### config.mk
export PLATFORM = sky130hd
export DESIGN_NAME = int_conv_arbiter
export DESIGN_NICKNAME = d
export VERILOG_FILES = /design/src/rtl/int_conv_pkg.sv /design/src/rtl/int_conv_unit.sv /design/src/rtl/int_conv_arbiter.sv
export SDC_FILE = /design/constraint.sdc
export NUM_CORES = 1
export LEC_CHECK = 0
export ABC_AREA = 1
export CORE_MARGIN = 5
export CORE_UTILIZATION = 48
export CTS_BUF_LIST = sky130_fd_sc_hd__clkbuf_8
export DETAILED_ROUTE_END_ITERATION = 7
export HOLD_SLACK_MARGIN = 0.15
export PLACE_DENSITY_LB_ADDON = 0.25
export SLEW_MARGIN = 10
export SYNTH_ARGS = -nofsm -noshare
export SYNTH_HDL_FRONTEND = slang
export SYNTH_SLANG_ARGS = --single-unit
### constraint.sdc
create_clock -name clk -period 2.7 [get_ports clk]
set_input_delay 0.27 -clock clk [delete_from_list [all_inputs] [get_ports clk]]
set_output_delay 0.27 -clock clk [all_outputs]
set_load 0.02 [all_outputs]
### src/rtl/int_conv_pkg.sv
// rtl/int_conv_pkg.sv - shared op encodings, default widths and pointer type for the conversion arbiter
package int_conv_pkg;

    localparam int IN_W_DEF     = 8;
    localparam int WIDE_W_DEF   = 16;
    localparam int NARROW_W_DEF = 4;
    localparam int CNT_W_DEF    = 8;

    localparam logic [1:0] OP_SEXT  = 2'd0;
    localparam logic [1:0] OP_ZEXT  = 2'd1;
    localparam logic [1:0] OP_TRUNC = 2'd2;
    localparam logic [1:0] OP_SAT   = 2'd3;

    typedef enum logic {
        PTR_P0 = 1'b0,
        PTR_P1 = 1'b1
    } ptr_e;

endpackage

### src/rtl/int_conv_unit.sv
// rtl/int_conv_unit.sv - combinational integer width converter (sext/zext/trunc/saturate)
module int_conv_unit
    import int_conv_pkg::*;
#(
    parameter int IN_W     = IN_W_DEF,
    parameter int WIDE_W   = WIDE_W_DEF,
    parameter int NARROW_W = NARROW_W_DEF
) (
    input  logic [IN_W-1:0]   data_i,
    input  logic [1:0]        op_i,
    output logic [WIDE_W-1:0] result_o,
    output logic              sat_o
);

    // Clamp bounds of a signed NARROW_W value, held at operand width; MIN is the bitwise complement of MAX.
    localparam logic signed [IN_W-1:0] SAT_MAX = IN_W'((2 ** (NARROW_W - 1)) - 1);
    localparam logic signed [IN_W-1:0] SAT_MIN = ~SAT_MAX;

    logic signed [IN_W-1:0] sdata;
    logic [NARROW_W-1:0]    narrow;

    assign sdata = $signed(data_i);

    always_comb begin
        result_o = '0;
        sat_o    = 1'b0;
        narrow   = data_i[NARROW_W-1:0];
        case (op_i)
            OP_SEXT:  result_o = {{(WIDE_W - IN_W){data_i[IN_W-1]}}, data_i};
            OP_ZEXT:  result_o = {{(WIDE_W - IN_W){1'b0}}, data_i};
            OP_TRUNC: result_o = {{(WIDE_W - NARROW_W){1'b0}}, data_i[NARROW_W-1:0]};
            OP_SAT: begin
                if (sdata > SAT_MAX) begin
                    narrow = SAT_MAX[NARROW_W-1:0];
                    sat_o  = 1'b1;
                end else if (sdata < SAT_MIN) begin
                    narrow = SAT_MIN[NARROW_W-1:0];
                    sat_o  = 1'b1;
                end
                result_o = {{(WIDE_W - NARROW_W){1'b0}}, narrow};
            end
            default: result_o = '0;
        endcase
    end

endmodule

### src/rtl/int_conv_arbiter.sv
// rtl/int_conv_arbiter.sv - round-robin two-requester arbiter feeding one converter and a registered output stage
module int_conv_arbiter
    import int_conv_pkg::*;
#(
    parameter int IN_W     = IN_W_DEF,
    parameter int WIDE_W   = WIDE_W_DEF,
    parameter int NARROW_W = NARROW_W_DEF,
    parameter int CNT_W    = CNT_W_DEF
) (
    input  logic              clk,
    input  logic              rst_n,
    input  logic              req0_valid,
    input  logic [IN_W-1:0]   req0_data,
    input  logic [1:0]        req0_op,
    output logic              req0_ready,
    input  logic              req1_valid,
    input  logic [IN_W-1:0]   req1_data,
    input  logic [1:0]        req1_op,
    output logic              req1_ready,
    output logic              out_valid,
    input  logic              out_ready,
    output logic [WIDE_W-1:0] out_data,
    output logic              out_src,
    output logic [1:0]        out_op,
    output logic [CNT_W-1:0]  sat_count
);

    localparam logic [CNT_W-1:0] CNT_MAX = '1;

    ptr_e              ptr_q, ptr_d;
    logic              out_valid_q, out_valid_d;
    logic [WIDE_W-1:0] out_data_q, out_data_d;
    logic              out_src_q, out_src_d;
    logic [1:0]        out_op_q, out_op_d;
    logic [CNT_W-1:0]  sat_count_q, sat_count_d;

    logic              stage_free;
    logic              grant0, grant1, grant_any;
    logic [IN_W-1:0]   sel_data;
    logic [1:0]        sel_op;
    logic [WIDE_W-1:0] conv_result;
    logic              conv_sat;

    assign stage_free = !out_valid_q || out_ready;
    assign grant_any  = grant0 || grant1;

    // Pointer state register
    always_ff @(posedge clk or negedge rst_n) begin
        if (!rst_n) begin
            ptr_q <= PTR_P0;
        end else begin
            ptr_q <= ptr_d;
        end
    end

    // Pointer next state: hand priority to the other requester after every grant
    always_comb begin
        ptr_d = ptr_q;
        if (grant0) begin
            ptr_d = PTR_P1;
        end else if (grant1) begin
            ptr_d = PTR_P0;
        end
    end

    // Grant decode; rst_n gating keeps any handshake from completing while reset is held
    always_comb begin
        grant0 = 1'b0;
        grant1 = 1'b0;
        if (rst_n && stage_free) begin
            grant0 = req0_valid && (!req1_valid || (ptr_q == PTR_P0));
            grant1 = req1_valid && (!req0_valid || (ptr_q == PTR_P1));
        end
    end

    assign req0_ready = grant0;
    assign req1_ready = grant1;
    assign sel_data   = grant1 ? req1_data : req0_data;
    assign sel_op     = grant1 ? req1_op : req0_op;

    int_conv_unit #(
        .IN_W     (IN_W),
        .WIDE_W   (WIDE_W),
        .NARROW_W (NARROW_W)
    ) u_conv (
        .data_i   (sel_data),
        .op_i     (sel_op),
        .result_o (conv_result),
        .sat_o    (conv_sat)
    );

    always_comb begin
        out_valid_d = out_valid_q;
        out_data_d  = out_data_q;
        out_src_d   = out_src_q;
        out_op_d    = out_op_q;
        sat_count_d = sat_count_q;
        if (grant_any) begin
            out_valid_d = 1'b1;
            out_data_d  = conv_result;
            out_src_d   = grant1;
            out_op_d    = sel_op;
            if (conv_sat && (sat_count_q != CNT_MAX)) begin
                sat_count_d = sat_count_q + 1'b1;
            end
        end else if (stage_free) begin
            out_valid_d = 1'b0;
        end
    end

    always_ff @(posedge clk or negedge rst_n) begin
        if (!rst_n) begin
            out_valid_q <= 1'b0;
            out_data_q  <= '0;
            out_src_q   <= 1'b0;
            out_op_q    <= 2'd0;
            sat_count_q <= '0;
        end else begin
            out_valid_q <= out_valid_d;
            out_data_q  <= out_data_d;
            out_src_q   <= out_src_d;
            out_op_q    <= out_op_d;
            sat_count_q <= sat_count_d;
        end
    end

    assign out_valid = out_valid_q;
    assign out_data  = out_data_q;
    assign out_src   = out_src_q;
    assign out_op    = out_op_q;
    assign sat_count = sat_count_q;

endmodule

; Yosys cells after proc, flatten, opt, wreduce, memory -nomap -nowiden
; Index checks and enable logic that the tools add are counted.
[totals]
reg_bits = 29
inputBits = 25
output_inout_bits = 30
wordCells = 43
[classes]
addsub = 1
n_lt_le_gt_ge = 2
eq_ne = 4
n_mux = 14
n_bitwise = 1
reduce_logical = 15
[op_table]
columns = operator, count
row1 = 16-bit one-hot mux with 4 select lines, 1
row2 = 1-bit 2-to-1 mux, 9
row3 = 8-bit by 1-bit adder with 8-bit output (second input constant), 1
row4 = 8-bit by 4-bit greater-than comparator with 1-bit output (second input constant), 1
row5 = 8-bit by 4-bit less-than comparator with 1-bit output (second input constant), 1
row6 = 4-bit 2-to-1 mux, 2
row7 = 8-bit 2-to-1 mux, 1
row8 = 8-bit inequality test (second input constant), 1
row9 = 2-bit equality test (second input constant), 2
row10 = 1-bit logical AND, 4
row11 = 1-bit logical OR, 4
row12 = 2-bit nonzero test, 2
row13 = 1-bit logical NOT, 3
row14 = 2-bit by 1-bit equality test with 1-bit output (second input constant), 1
row15 = 2-bit logical NOT, 1
row16 = 2-bit 2-to-1 mux, 1
row17 = 2-bit AND reduction, 1
row18 = 1-bit NOT, 1

; Depth between registers and ports, before layout
[logic_depth]
depth_word = 11
ltp_mapped = 13
ltp_nobuf = 12

; Cells and area by module
; From an unflattened synthesis, not the netlist that was laid out.
[hier_totals]
hier_cells = 236
hier_area_um2 = 1686.6
[by_module_without_submodules]
columns = module, n_inst, cells_each, area_per_inst_um2, seq_area_each_um2
row1 = int_conv_arbiter, 1, 199, 1510.2, 725.7
row2 = int_conv_unit, 1, 37, 176.4, 0.0

; Least setup slack after synthesis
; Ideal clock, no wire load.
[synth_path]
path_type = register to register
startpoint = register out_valid_q (netlist: out_valid)
endpoint = register sat_count_q[5] (netlist: sat_count[5])
setup_ps = 118
arrival_ps = 1697
required_ps = 2582
slack_ps = 885
path_stages_with_launch = 11
path_buffers = 0
synth_period_minus_slack_ps = 1815
cell_sequence = dfrtp_1 -> a21boi_4 -> inv_1 -> nor2_2 -> nor2_2 -> inv_2 -> nand2_2 -> nor2_8 -> nand2_4 -> nand2_1 -> nand2_1
[synth_via]
elab_cells_between_ends = 16
classes_between = order compare: 2 / eq/ne: 1 / mux: 7 / reduce/logical: 6
[synth_lines]
columns = element, line_no
row1 = "start, declared", int_conv_arbiter.sv:31  ; logic out_valid_q, out_valid_d;
row2 = "start signal, assigned", int_conv_arbiter.sv:119  ; out_valid_q <= out_valid_d;
row3 = 1-bit logical NOT, int_conv_arbiter.sv:44  ; assign stage_free = !out_valid_q || out_ready;
row4 = 1-bit logical OR, int_conv_arbiter.sv:44
row5 = 1-bit logical AND, int_conv_arbiter.sv:70  ; if (rst_n && stage_free) begin
row6 = 1-bit 2-to-1 mux, int_conv_arbiter.sv:70
row7 = named net req0_ready, int_conv_arbiter.sv:15  ; output logic req0_ready,
row8 = 1-bit logical OR, int_conv_arbiter.sv:45  ; assign grant_any = grant0 || grant1;
row9 = 2-bit AND reduction (no line), -
row10 = "end signal, assigned", int_conv_arbiter.sv:123  ; sat_count_q <= sat_count_d;
row11 = "end, declared", int_conv_arbiter.sv:35  ; logic [CNT_W-1:0] sat_count_q, sat_count_d;
; The timed path passes the listed nets, and every way through them passes these cells.
; A chain may end at the register's enable or synchronous reset.

; Worst setup path in the final report
[layout_path]
startpoint = input rst_n
endpoint = output req1_ready
[layout_via]
elab_chain_len = 2
[layout_rtl]
columns = element, line_no
row1 = "start, declared", int_conv_arbiter.sv:11  ; input logic rst_n,
row2 = 1-bit logical AND, int_conv_arbiter.sv:70
row3 = 1-bit 2-to-1 mux, int_conv_arbiter.sv:70
row4 = "end, declared", int_conv_arbiter.sv:19  ; output logic req1_ready,
; Every way passes these cells.

==> impl_metrics.ini <==
[timing]
setup_viol = 0
setup_tns_ns = 0
fmax_ghz = 0.439
period_share_pct = 84.4
hold_viol = 0
finalWorstSetupSlack_ns = 0.421
period_needed_ns = 2.28
worstMarginPinSlew_ns = 0.308
grt_setup_unrepaired = false
max_slew_margin_pct = 79.3
fin_skew_ns = 0.00423
maxSlewViolCount = 0

[layout]
area_growth_pct = 42.8
finish.utilization_pct = 71.8
diodes = 0
drive_gt1_share_pct = 14.9
postLayoutCellArea_um2 = 2000
fillCellCount = 230
nets = 255
stdcell_count = 259

[routing]
drc = 0
drt_iter0_markers = 24
via_per_inst = 4.95
wirelength_um = 3380
first_pass_iters = 4
vias = 1282
wl_per_cell_um = 13.0
drtAntennaViolNets = 0

[critical_path]
cp.arrival_ns = 2.01
critical_path_peak_fanout = 15
cp-start-kind = primary input
critPathCaptureType = output port
required_ns = 2.43
r2r_cells = 10
worst-r2r-setup-slack_ns = 0.82
endpoint = req1_ready
worstReg2RegEnd = sat_count[1]
crit_type = in -> out
worstReg2RegStart = out_valid
crit_start = rst_n

[power_and_ir_drop]
switchingPower_mw = 0.494
power_density_nw_per_um2 = 691
power_frac_comb_pct = 43.5
clkPwrFrac_pct = 22.2
internal_power_mw = 0.885
power.leakage_nw = 0.998
ir_drop_mv = 0.539
seqPwrFrac_pct = 34.3
power_switching_share_pct = 35.9

[grt]
grtUsageMet1_pct = 20.9
track_usage_pct = 17.3
grt_use_met3_pct = 4.20
antenna_found_initial = 0
overflow = 0
grt_use_met2_pct = 31.0
grt_max_degree = 23
top_usage_layer = met2
grt_pass1_wl_um = 5720
grt_pass1_vias = 1303

[yosys]
synth_warnings = 0
synthArstFlopShare_pct = 100
synth_nets = 203
synth_area_leaders = dfrtp_1, nand2_1, nand3_1
ys_seq_elements = 22
synth-edff-count = 0
yosysSeqAreaShare_pct = 39.4
yosys.area.top_type_share_pct = 39.4
ys_types = 27
syn-instance-count = 177
synth_largest_area_cell = dfrtp_1
ys.flop_type = dfrtp_1
synth.most_common_cell = nand2_1
syn_avg_cell_area_um2 = 7.90
syn_area_um2 = 1400
synthTopCellsByCount = nand2_1, dfrtp_1, inv_1

[floorplan]
coreArea_um2 = 2780
die_area_um2 = 4090
ios = 55
die_w_um = 64.0
die_height_um = 64.0
rows = 19
initial_core_util_pct = 50.3

[cts]
ctsHoldBuffers = 0
clk_latency_ns = 0.26
cts_resized = 0
cts_buffers = 3
postCtsSetupRepairBufs = 0
ctsLongestPathBuffers = 2
cts_root_buf = clkbuf_8
htreeDepth = 1
clk_pin_slew_ns = 0.08
cts_tree = yes
cts_sinks = 22

[placed_design]
placed_area_um2 = 1930
place_congestion = 0.870
dpl.hpwl_um = 2730
placed_cells = 255
io_buffers = 54
place_ws_ns = 0.419

[min_path]
hp-class = in -> async

[run_status]
status = complete, no violations

[run]
cap_violations = 0
-- how the worst min path moves through the flow --
stage | slack [ns] | endpoint | cells after the start
2_1_floorplan | -0.03 | out_data[0] | 0
3_3_place_gp | 0.46 | out_data[1] | 2
3_5_place_dp | 0.47 | out_data[7] | 2
4_1_cts | 0.42 | ptr_q | 2
5_1_grt | 0.44 | ptr_q | 2
6_report | 0.41 | ptr_q | 2
-- critical path, stage by stage --
cell and delay [ns]:
clkdlybuf4s50_1 0.49, a21boi_4 0.27, nand2_4 0.19, inv_2 0.16, clkdlybuf4s50_1 0.62
-- sequential cells by signal (all words and copies together), names as in the netlist --
register   count
out_data       9
sat_count      8
out_op         2
out_src        1
out_valid      1
ptr_q          1
-- metrics by stage --
step                hold slack (ns)  power [mW]
global route                  0.436        1.47
floorplan                   -0.0256       0.818
CTS                           0.422        1.39
detailed placement            0.465        1.09
finish                        0.405        1.38
global placement              0.462        1.06
-- cell families (layout without fill, tap and decap cells) --
group	after synthesis	in the layout	share of synthesized area, %
AND/OR/NAND/NOR	107	107	37.7
buffers and inverters	30	81	10.6
flip-flops	22	22	39.4
AO/OA/AOI/OAI	11	11	7.60
XOR/XNOR	6	6	3.76
adder cells (fa/ha/maj)	1	1	0.894
-- power by group through the flow --
stage	combinational (mW)	clock [mW]	sequential [mW]
6_report	0.600	0.306	0.473
5_1_grt	0.651	0.326	0.488
4_1_cts	0.607	0.309	0.475
3_5_place_dp	0.607	0	0.481
3_3_place_gp	0.591	0	0.473
2_1_floorplan	0.251	0	0.567
-- layer usage --
metal | vias to the layer above | wire length, um | share of wire, %
met5 | - | 0 | 0
met4 | 0 | 0 | 0
met3 | 0 | 180 | 5.3
met2 | 38 | 1770 | 53
met1 | 603 | 1420 | 42
li1 | 641 | - | -
-- area by class of cell --
type	count	area [um2]	area share, %
Timing Repair Buffer	56	556	27.8
Sequential cell	22	551	27.6
Clock buffer	3	41.3	2.07
Clock inverter	1	30.0	1.50
Inverter	21	81.3	4.07
Tap cell	31	38.8	1.94
Multi-Input combinational cell	125	699	35.0
-- placed cells by master (no fill, tap or decap), types with 2 or more instances in the layout --
master and instances:
buf_4 2, clkbuf_8 3, clkdlybuf4s50_1 54, dfrtp_1 22, inv_1 16, inv_2 4
nand2_1 65, nand2_2 6, nand2_4 5, nand3_1 15, nand3b_1 4, nor2_1 3
nor2_2 5, o21ai_0 5, o21ai_4 2, xor2_1 5
Power figures use the tool's default switching activity.
